[src/rtl/btb_update_ctrl_if.sv]
// Bundle between the retire bus, the BTB write port and the update scheduler.
// master: commit/BTB side that drives retire updates and flush requests.
// slave:  the btb_update_ctrl scheduler.
interface btb_update_ctrl_if #(
    parameter int ADDR_WIDTH  = 32,
    parameter int BTB_ENTRIES = 16,
    parameter int BTB_WIDTH   = $clog2(BTB_ENTRIES),
    parameter int QDEPTH      = 8
);
    localparam int TAG_WIDTH = ADDR_WIDTH - BTB_WIDTH - 2;
    localparam int OCC_WIDTH = $clog2(QDEPTH + 1);

    logic                  ret0_valid;
    logic [ADDR_WIDTH-1:0] ret0_pc;
    logic [ADDR_WIDTH-1:0] ret0_target;
    logic                  ret0_taken;
    logic                  ret1_valid;
    logic [ADDR_WIDTH-1:0] ret1_pc;
    logic [ADDR_WIDTH-1:0] ret1_target;
    logic                  ret1_taken;
    logic                  ret_ready;

    logic                  flush_req;
    logic                  flush_busy;
    logic                  flush_done;

    logic                  wr_valid;
    logic                  wr_clear;
    logic [BTB_WIDTH-1:0]  wr_index;
    logic [TAG_WIDTH-1:0]  wr_tag;
    logic [ADDR_WIDTH-1:0] wr_target;
    logic                  wr_taken;

    logic [OCC_WIDTH-1:0]  occupancy;

    modport master (
        output ret0_valid, ret0_pc, ret0_target, ret0_taken,
        output ret1_valid, ret1_pc, ret1_target, ret1_taken,
        output flush_req,
        input  ret_ready, flush_busy, flush_done,
        input  wr_valid, wr_clear, wr_index, wr_tag, wr_target, wr_taken,
        input  occupancy
    );

    modport slave (
        input  ret0_valid, ret0_pc, ret0_target, ret0_taken,
        input  ret1_valid, ret1_pc, ret1_target, ret1_taken,
        input  flush_req,
        output ret_ready, flush_busy, flush_done,
        output wr_valid, wr_clear, wr_index, wr_tag, wr_target, wr_taken,
        output occupancy
    );
endinterface

[src/rtl/btb_update_ctrl.sv]
// BTB write-port scheduler: buffers up to two retired-branch updates per cycle
// in a FIFO, drains one per cycle into the BTB, and walks every index to clear
// the table on a flush request.
// Optional feature macro: BTB_UPD_COALESCE_EN (merge same-index updates).
module btb_update_ctrl #(
    parameter int ADDR_WIDTH  = 32,
    parameter int BTB_ENTRIES = 16,
    parameter int BTB_WIDTH   = $clog2(BTB_ENTRIES),
    parameter int QDEPTH      = 8
) (
    input logic             clk,
    input logic             rst,
    btb_update_ctrl_if.slave bus
);
    localparam int TAG_WIDTH = ADDR_WIDTH - BTB_WIDTH - 2;
    localparam int OCC_WIDTH = $clog2(QDEPTH + 1);
    localparam int PTR_WIDTH = $clog2(QDEPTH);

    typedef enum logic {ST_RUN, ST_FLUSH} state_e;

    typedef struct packed {
        logic [BTB_WIDTH-1:0]  index;
        logic [TAG_WIDTH-1:0]  tag;
        logic [ADDR_WIDTH-1:0] target;
        logic                  taken;
    } entry_t;

    state_e               state_q, state_d;
    logic [BTB_WIDTH-1:0] walk_q, walk_d;
    logic                 flush_done_q, flush_done_d;
    logic [PTR_WIDTH-1:0] rd_ptr_q, rd_ptr_d;
    logic [PTR_WIDTH-1:0] wr_ptr_q, wr_ptr_d;
    logic [OCC_WIDTH-1:0] occ_q, occ_d;
    entry_t               mem_q [QDEPTH];
    entry_t               mem_d [QDEPTH];

    entry_t               ent0, ent1, head;
    logic                 ret_ready;
    logic                 acc0, acc1, deq;
    logic [1:0]           enq_cnt;
    logic [PTR_WIDTH-1:0] ptr;
`ifdef BTB_UPD_COALESCE_EN
    logic [PTR_WIDTH-1:0] tail_ptr;
    entry_t               single;
`endif

    assign ent0 = '{index:  bus.ret0_pc[BTB_WIDTH+1:2],
                    tag:    bus.ret0_pc[ADDR_WIDTH-1:BTB_WIDTH+2],
                    target: bus.ret0_target,
                    taken:  bus.ret0_taken};
    assign ent1 = '{index:  bus.ret1_pc[BTB_WIDTH+1:2],
                    tag:    bus.ret1_pc[ADDR_WIDTH-1:BTB_WIDTH+2],
                    target: bus.ret1_target,
                    taken:  bus.ret1_taken};
    assign head = mem_q[rd_ptr_q];

    // Commit may present updates only in RUN with room for a full pair.
    assign ret_ready = (state_q == ST_RUN) &&
                       (occ_q <= OCC_WIDTH'(QDEPTH - 2)) && !bus.flush_req;

    assign bus.ret_ready  = ret_ready;
    assign bus.flush_busy = (state_q == ST_FLUSH);
    assign bus.flush_done = flush_done_q;
    assign bus.occupancy  = occ_q;

    // Next-state, FIFO bookkeeping and write-port drive.
    // NOTE: combinational blocks use blocking '=' with every output defaulted
    // first, so later statements see earlier results and no latch is inferred.
    always_comb begin
        state_d      = state_q;
        walk_d       = walk_q;
        flush_done_d = 1'b0;
        rd_ptr_d     = rd_ptr_q;
        wr_ptr_d     = wr_ptr_q;
        occ_d        = occ_q;
        mem_d        = mem_q;
        acc0         = ret_ready && bus.ret0_valid;
        acc1         = ret_ready && bus.ret1_valid;
        deq          = 1'b0;
        enq_cnt      = 2'd0;
        ptr          = wr_ptr_q;
        bus.wr_valid  = 1'b0;
        bus.wr_clear  = 1'b0;
        bus.wr_index  = '0;
        bus.wr_tag    = '0;
        bus.wr_target = '0;
        bus.wr_taken  = 1'b0;
`ifdef BTB_UPD_COALESCE_EN
        tail_ptr = wr_ptr_q - PTR_WIDTH'(1);
        single   = ent1;
`endif

        case (state_q)
            ST_RUN: begin
                deq = (occ_q != '0);
                if (deq) begin
                    bus.wr_valid  = 1'b1;
                    bus.wr_index  = head.index;
                    bus.wr_tag    = head.tag;
                    bus.wr_target = head.target;
                    bus.wr_taken  = head.taken;
                end
`ifdef BTB_UPD_COALESCE_EN
                // A same-index pair collapses to the younger slot.
                if (acc0 && acc1 && (ent0.index == ent1.index)) begin
                    acc0 = 1'b0;
                end
                // A lone update to the tail's index overwrites it in place;
                // with two or more held, the tail cannot be the popping head.
                single = acc0 ? ent0 : ent1;
                if ((acc0 ^ acc1) && (occ_q >= OCC_WIDTH'(2)) &&
                    (mem_q[tail_ptr].index == single.index)) begin
                    mem_d[tail_ptr] = single;
                    acc0 = 1'b0;
                    acc1 = 1'b0;
                end
`endif
                if (acc0) begin
                    mem_d[ptr] = ent0;
                    ptr        = ptr + PTR_WIDTH'(1);
                    enq_cnt    = enq_cnt + 2'd1;
                end
                if (acc1) begin
                    mem_d[ptr] = ent1;
                    ptr        = ptr + PTR_WIDTH'(1);
                    enq_cnt    = enq_cnt + 2'd1;
                end
                wr_ptr_d = ptr;
                rd_ptr_d = rd_ptr_q + PTR_WIDTH'(deq);
                occ_d    = occ_q + OCC_WIDTH'(enq_cnt) - OCC_WIDTH'(deq);

                // Flush discards the queue; this cycle's pop still goes out.
                if (bus.flush_req) begin
                    state_d  = ST_FLUSH;
                    walk_d   = '0;
                    rd_ptr_d = '0;
                    wr_ptr_d = '0;
                    occ_d    = '0;
                end
            end

            ST_FLUSH: begin
                bus.wr_valid = 1'b1;
                bus.wr_clear = 1'b1;
                bus.wr_index = walk_q;
                if (bus.flush_req) begin
                    walk_d = '0;
                end else if (walk_q == BTB_WIDTH'(BTB_ENTRIES - 1)) begin
                    state_d      = ST_RUN;
                    flush_done_d = 1'b1;
                end else begin
                    walk_d = walk_q + BTB_WIDTH'(1);
                end
            end

            default: state_d = ST_RUN;
        endcase
    end

    // Control state with asynchronous reset.
    always_ff @(posedge clk or posedge rst) begin
        if (rst) begin
            state_q      <= ST_RUN;
            walk_q       <= '0;
            flush_done_q <= 1'b0;
            rd_ptr_q     <= '0;
            wr_ptr_q     <= '0;
            occ_q        <= '0;
        end else begin
            state_q      <= state_d;
            walk_q       <= walk_d;
            flush_done_q <= flush_done_d;
            rd_ptr_q     <= rd_ptr_d;
            wr_ptr_q     <= wr_ptr_d;
            occ_q        <= occ_d;
        end
    end

    // FIFO storage.
    // NOTE: entry storage has no reset; occupancy gates every read, so stale
    // contents are never observed and the array can map to plain RAM/flops.
    always_ff @(posedge clk) begin
        mem_q <= mem_d;
    end
endmodule

[src/flat_wrapper.sv]
// flat-port wrapper written by rule: the top's interface ports become plain ports
module btb_update_ctrl_flat 
#(
    parameter int ADDR_WIDTH  = 32,
    parameter int BTB_ENTRIES = 16,
    parameter int BTB_WIDTH   = $clog2(BTB_ENTRIES),
    parameter int QDEPTH      = 8
)
  (clk, rst, bus_ret0_valid, bus_ret0_pc, bus_ret0_target, bus_ret0_taken, bus_ret1_valid, bus_ret1_pc, bus_ret1_target, bus_ret1_taken, bus_flush_req, bus_ret_ready, bus_flush_busy, bus_flush_done, bus_wr_valid, bus_wr_clear, bus_wr_index, bus_wr_tag, bus_wr_target, bus_wr_taken, bus_occupancy);
  btb_update_ctrl_if #(.ADDR_WIDTH(ADDR_WIDTH), .BTB_ENTRIES(BTB_ENTRIES), .BTB_WIDTH(BTB_WIDTH), .QDEPTH(QDEPTH)) bus_i ();
  input logic clk;
  input logic rst;
  input wire logic [$bits(bus_i.ret0_valid)-1:0] bus_ret0_valid;
  input wire logic [$bits(bus_i.ret0_pc)-1:0] bus_ret0_pc;
  input wire logic [$bits(bus_i.ret0_target)-1:0] bus_ret0_target;
  input wire logic [$bits(bus_i.ret0_taken)-1:0] bus_ret0_taken;
  input wire logic [$bits(bus_i.ret1_valid)-1:0] bus_ret1_valid;
  input wire logic [$bits(bus_i.ret1_pc)-1:0] bus_ret1_pc;
  input wire logic [$bits(bus_i.ret1_target)-1:0] bus_ret1_target;
  input wire logic [$bits(bus_i.ret1_taken)-1:0] bus_ret1_taken;
  input wire logic [$bits(bus_i.flush_req)-1:0] bus_flush_req;
  output wire logic [$bits(bus_i.ret_ready)-1:0] bus_ret_ready;
  output wire logic [$bits(bus_i.flush_busy)-1:0] bus_flush_busy;
  output wire logic [$bits(bus_i.flush_done)-1:0] bus_flush_done;
  output wire logic [$bits(bus_i.wr_valid)-1:0] bus_wr_valid;
  output wire logic [$bits(bus_i.wr_clear)-1:0] bus_wr_clear;
  output wire logic [$bits(bus_i.wr_index)-1:0] bus_wr_index;
  output wire logic [$bits(bus_i.wr_tag)-1:0] bus_wr_tag;
  output wire logic [$bits(bus_i.wr_target)-1:0] bus_wr_target;
  output wire logic [$bits(bus_i.wr_taken)-1:0] bus_wr_taken;
  output wire logic [$bits(bus_i.occupancy)-1:0] bus_occupancy;
  assign bus_i.ret0_valid = bus_ret0_valid;
  assign bus_i.ret0_pc = bus_ret0_pc;
  assign bus_i.ret0_target = bus_ret0_target;
  assign bus_i.ret0_taken = bus_ret0_taken;
  assign bus_i.ret1_valid = bus_ret1_valid;
  assign bus_i.ret1_pc = bus_ret1_pc;
  assign bus_i.ret1_target = bus_ret1_target;
  assign bus_i.ret1_taken = bus_ret1_taken;
  assign bus_i.flush_req = bus_flush_req;
  assign bus_ret_ready = bus_i.ret_ready;
  assign bus_flush_busy = bus_i.flush_busy;
  assign bus_flush_done = bus_i.flush_done;
  assign bus_wr_valid = bus_i.wr_valid;
  assign bus_wr_clear = bus_i.wr_clear;
  assign bus_wr_index = bus_i.wr_index;
  assign bus_wr_tag = bus_i.wr_tag;
  assign bus_wr_target = bus_i.wr_target;
  assign bus_wr_taken = bus_i.wr_taken;
  assign bus_occupancy = bus_i.occupancy;
  btb_update_ctrl #(.ADDR_WIDTH(ADDR_WIDTH), .BTB_ENTRIES(BTB_ENTRIES), .BTB_WIDTH(BTB_WIDTH), .QDEPTH(QDEPTH)) u_core (.clk(clk), .rst(rst), .bus(bus_i));
endmodule
[config.mk]
export PLATFORM = sky130hd
export DESIGN_NAME = btb_update_ctrl_flat
export DESIGN_NICKNAME = d
export VERILOG_FILES = /design/src/rtl/btb_update_ctrl_if.sv /design/src/rtl/btb_update_ctrl.sv /design/src/flat_wrapper.sv
export SDC_FILE = /design/constraint.sdc
export NUM_CORES = 1
export LEC_CHECK = 0
export ABC_AREA = 1
export BUFFER_PORTS_ARGS = -buffer_cell sky130_fd_sc_hd__buf_2
export CAP_MARGIN = 20
export CELL_PAD_IN_SITES_DETAIL_PLACEMENT = 0
export CELL_PAD_IN_SITES_GLOBAL_PLACEMENT = 2
export CORE_ASPECT_RATIO = 0.7
export CORE_UTILIZATION = 32
export DETAILED_ROUTE_END_ITERATION = 8
export PLACE_DENSITY_LB_ADDON = 0.12
export SETUP_SLACK_MARGIN = 0.15
export SYNTH_ARGS = -nofsm -noshare
export SYNTH_HDL_FRONTEND = slang
export SYNTH_SLANG_ARGS = --single-unit
[constraint.sdc]
create_clock -name clk -period 17.2 [get_ports clk]
set_input_delay 2.58 -clock clk [delete_from_list [all_inputs] [get_ports clk]]
set_output_delay 2.58 -clock clk [all_outputs]
set_load 0.01 [all_outputs]
Word level (Yosys, flattened, before mapping)
Cells that the tools add are included.

Flip-flop bits (word level): 520. Latch bits: 0. Memory bits (writable): 0. Memory bits (read-only): 0. Input bits: 135. Output and inout port bits: 72. Logic and storage cells: 111. Memories kept: 0.

Add/sub/neg operators: 7. Multipliers: 0. Divide/modulo/power cells: 0. Magnitude comparators: 6. Eq/ne operators: 3. Shift-type cells: 0. Mux-type cells: 44. Bitwise gates (word level): 4. Reduce and logical (&&, ||, !) cells: 9.

Operators with widths (number): two-way mux 504 bit (3); bitwise mux 504 bit (2); demux 63 bit (select 3 bit) (2); two-way mux 63 bit (4); binary-select mux 63 bit (select 3 bit) (1); two-way mux 32 bit (2); two-way mux 26 bit (2); two-way mux 4 bit (5); one-hot mux 4 bit (2 select lines) (2); two-way mux 3 bit (5); greater-or-equal comparator 4 bit, second input constant (3); NOT 3 -> 4 bit (3); two-way mux 1 bit (11); less-than comparator 4 x 1 -> 1 bit, second input constant (2); adder 3 x 1 -> 3 bit, second input constant (2); logical AND 1 bit (6); two-way mux 2 bit (3); adder 4 x 1 -> 4 bit, second input constant (1); adder 4 x 2 -> 4 bit (1); equality test 4 bit, second input constant (1); <= comparator 4 x 3 -> 1 bit, second input constant (1); one-hot mux 1 bit (2 select lines) (2); nonzero test 4 bit (1); subtractor 4 x 1 -> 4 bit (1); 7 further kinds (7).

Longest topological paths before layout
Word-level depth: 13. Gate-level depth with buffers: 20. Depth with buffers taken out: 18.

Least setup slack after synthesis
OpenSTA, ideal clock, no wires.

Path type: reg2out. From: register u_core.state_q (netlist: u_core.bus.flush_busy). To: output bus_wr_index[2]. Arrival: 16.872 ns. Required time: 14.620 ns. Path slack: -2.252 ns. Stages on the path, launching flop included: 5. Path buffers: 2. Cells stage by stage: dfrtp_1 -> buf_4 -> inv_1 -> clkbuf_1 -> o21ai_0.

Cells in the longest elaborated chain, start to end: 2.

Ends and longest elaborated chain: start: declaration (line btb_update_ctrl.sv:28) `state_e state_q, state_d;`; start signal: assignment (line btb_update_ctrl.sv:170) `state_q <= state_d;`; NOT 1 bit (line btb_update_ctrl.sv:93) `case (state_q)`; one-hot mux 4 bit (2 select lines) * (line btb_update_ctrl.sv:93); end: declaration (line flat_wrapper.sv:27) `output wire logic [$bits(bus_i.wr_index)-1:0] bus_wr_index;`.

Mark *: on every way between the ends. The rest lies on a longest branch, timed or not.

Final worst setup path
From: register u_core.occ_q[2] (netlist: u_core.bus.occupancy[2]). To: output bus_wr_target[1].

Cells in the longest elaborated chain, start to end: 3.

Ends and longest elaborated chain: start: declaration (line btb_update_ctrl.sv:33) `logic [OCC_WIDTH-1:0] occ_q, occ_d;`; start signal: assignment (line btb_update_ctrl.sv:168) `occ_q <= '0;`; start signal: assignment (line btb_update_ctrl.sv:175) `occ_q <= occ_d;`; nonzero test 4 bit (line btb_update_ctrl.sv:95) `deq = (occ_q != '0);`; two-way mux 32 bit (line btb_update_ctrl.sv:96) `if (deq) begin`; two-way mux 32 bit (line btb_update_ctrl.sv:93); end: declaration (line flat_wrapper.sv:29) `output wire logic [$bits(bus_i.wr_target)-1:0] bus_wr_target;`.

No other way between the ends.

==> results.md <==
* Run status: finished, final reports clean
* R2r endpoint: u_core.mem_q[310]$_DFFE_PN_
* Synthesized cell area at ~0.036 mm²
* Sequential area share after synthesis at 0.4324
* Top cell type's share of synthesized area at 0.4212
* Fin. max-slew vios at 0
* Worst slack at placement at 10.28 ns
* Worst vdd ir at 0.06190 mV
* Fillers at 11980
* Cell variety after synth at 37
* Initial core utilization at 0.3240
* Drt initial violations at 3409
* Crit path kind: reg -> out
* RSZ-0062 raised after global routing: false
* CP cell instances: inv_1, ha_1, nand3_1, inv_1, nor2_4, buf_4, nand2_1, a31oi_1, buf_2
* Largest net degree at the start of global routing at around 200
* DRT antenna net count at 0
* Max_cap viols at 0
* Most common cell in the netlist: nand2_1
* CTS Hold Bufs at 0
* Drt drc at 0
* Maximum fanout along the worst path at 44
* Initial antenna violation count at 12
* Hold EP: u_core.walk_q[3]$_DFFE_PP0P_
* Fraction of layout cells with a size suffix above 1 at 0.07612
* Post-synth top area cell: edfxtp_1
* Tcrit/Tclk final at 0.4140
* FF-to-FF path depth at 10
* Synthesized Nets at 5264
* Final RePlAce weighted congestion at 0.7565
* Post-CTS sizing at 0
* IO Port Bufs at 202
* Hold Path Class: reg -> reg
* WP data required at 14.62 ns
* Die Y at 282.3 µm
* Layout area overhead at 9.897%
* Root buffer cell: clkbuf_16
* Cell repeated most along the worst path: inv_1
* Mapped Cells at 5115
* Total Die Area at 0.1136 mm²
* # IOs at 207
* Vias in the first global route at 31430
* Crit-path max cell delay at 0.95 ns
* Total grt overflow at 0
* Most common library cells after synthesis: nand2_1 (1367), o21ai_0 (903), inv_1 (634)
* First-pass GRT wire length at 225600 µm
* CTS Buffer Depth at 3
* Setup TNS at 0 ns
* R2R Setup Slk at about 12 ns
* # H-tree levels at 3
* Ys async rst share at 0.03077
* Post-layout min period at approximately 7.1 ns
* Vias at between 30000 and 40000
* Post-synth EDFFs at 504
* Clk sink count at 520
* Overall Power at roughly 2800 µW
* Setup violators final at 0
* Worst setup SP type: flop
* Synth area leaders: edfxtp_1 (42%), nand2_1 (14%), o21ai_0 (13%), inv_1 (6.6%), a21oi_1 (6.0%)
* Nets at 5205
* Cell depth of the worst min-delay path at 1
* Main synth FF type: edfxtp_1
* Worst Skew at about 0.025 ns
* Total CTS buffers at 67
* Fin area at around 0.039 mm²
* All-Layer GR Usage at 0.2694
* Worst r2r src: u_core.bus.flush_busy$_DFF_PP0_
* Clk Latency, worst-skew pair at about 0.64 ns
* Core area at 0.1109 mm²
* Setup bufs post-CTS at 0
* Yosys reg bits at between 500 and 600
* CP arrival at 4.54 ns
* Num rows at 102
* Drt wl/cell at 23.79 µm
* Routed wire length at between 150000 and 200000 µm
* Endpoint class of the critical path: output port
* Drt first pass iters at 5
* Syn Area/Cell at 7.024 µm²
* Worst hold path startpoint: u_core.walk_q[3]$_DFFE_PP0P_
* Pleak at about 0.018 µW
* PnR worst setup slack at 10.08 ns
* Max Freq at between 100 and 150 MHz
* CTS tree: yes
* Worst-margin pin slew at ~1.1 ns
* Worst path slowest cell: buf_4
* Vias/cell at 5.249
* Post-DP HPWL at between 80000 and 90000 µm
* Slew headroom at 0.2583
* Placed Area at between 0.03 and 0.04 mm²
* Clock-pin slew on the worst setup and hold paths at approximately 0.060 ns
* Util after Layout at 0.3560
* Pwr Density at just over 70 mW/mm²
* Yosys Warn Count at 0
* Chip width at around 400 µm
* Fin. Hold Viols at 0
-- sequential cells by signal, indices dropped and copies added (netlist names) --
name,cells
u_core.bus.flush_done,1
u_core.mem_q,504
u_core.bus.flush_busy,1
u_core.bus.occupancy,4
u_core.wr_ptr_q,3
u_core.walk_q,4
u_core.rd_ptr_q,3
-- logic make-up (layout without fill, tap and decap cells) --
| kind of cell | count (synthesis) | in the layout | synth area share |
|---|---|---|---|
| simple gates | 1955 | 1955 | 0.2190 |
| fa+ha+maj | 14 | 14 | 0.005085 |
| flops | 520 | 520 | 0.4324 |
| other cells | 0 | 3 | 0 |
| xor+xnor | 3 | 3 | 0.0007315 |
| buf+inv | 1021 | 1003 | 0.1168 |
| compound gates | 1602 | 1602 | 0.2260 |
-- routing by layer --
metal  up-vias  global-route usage  part of all wire
met4         6             0.04433             0.014
li1      16710                   -                 -
met5         -                   0           0.00023
met2      1168              0.4123              0.43
met1     16370              0.4061              0.49
met3       162             0.03573             0.068
-- worst max-delay path by stage --
| stage | startpoint | endpoint | slack, ns | depth (start not counted) |
|---|---|---|---|---|
| 3_5_place_dp | bus_flush_req | u_core.mem_q[314]$_DFFE_PN_ | 10.28 | 11 |
| 3_3_place_gp | bus_flush_req | u_core.mem_q[310]$_DFFE_PN_ | 10.26 | 11 |
| 4_1_cts | u_core.bus.occupancy[2]$_DFFE_PP0N_ | bus_wr_target[31] | 10.06 | 9 |
| 5_1_grt | u_core.bus.occupancy[2]$_DFFE_PP0N_ | bus_wr_target[31] | 9.97 | 9 |
| 6_report | u_core.bus.occupancy[2]$_DFFE_PP0N_ | bus_wr_target[1] | 10.08 | 9 |
| 2_1_floorplan | u_core.bus.flush_busy$_DFF_PP0_ | bus_wr_index[2] | 6.24 | 4 |
-- through the flow --
step	hold WS (ns)	instances
6_report	0.5030	6556
5_1_grt	0.5213	6553
4_1_cts	0.5004	6553
3_5_place_dp	0.4952	6443
3_3_place_gp	0.4921	6443
2_1_floorplan	0.4652	5115
-- worst max-delay path, delay by kind of cell, from the launching register on --
family	cells	cell delay, ns
DFF	1	0.37
AOI/OAI and AO/OA	1	0.78
buffers and inverters	4	1.42
and+or+nand+nor	3	1.07
adders and majority gates	1	0.21
-- power by group --
part	internal, µW	total (µW)	switching [µW]
registers	1370	1370	0.868
clock network	745	1350	607
logic	15.3	67.8	52.5
total	2130	2790	661
-- cell type report --
type	instances	area [µm²]	share of cell area
multi-input combinational	3574	16330	0.4135
sequential	520	15550	0.3937
inverter	641	2431	0.06157
tap	1456	1822	0.04614
clock buffer	87	1794	0.04544
timing repair buffer	252	1424	0.03606
clock inverter	23	131.4	0.003327
antenna	3	7.507	0.0001901
-- layout by cell type (no fill, tap or decap), types with 4 or more instances in the layout --
cell type,count
inv_2,4
nor2_1,444
nor2_8,4
buf_4,47
nand2_2,4
dfrtp_1,13
nand2_1,1365
buf_2,202
clkinv_1,13
o21ai_1,195
clkinv_2,7
nand2_8,6
inv_1,632
nand4_1,25
o22ai_1,4
clkbuf_16,69
o211ai_1,6
nand2_4,7
nand3_1,74
ha_1,13
o21ai_0,903
nor2_4,9
a21oi_1,432
a31oi_1,60
nand3_4,11
clkbuf_1,18
edfxtp_1,504
No activity file was read; power rests on OpenSTA's default activity.
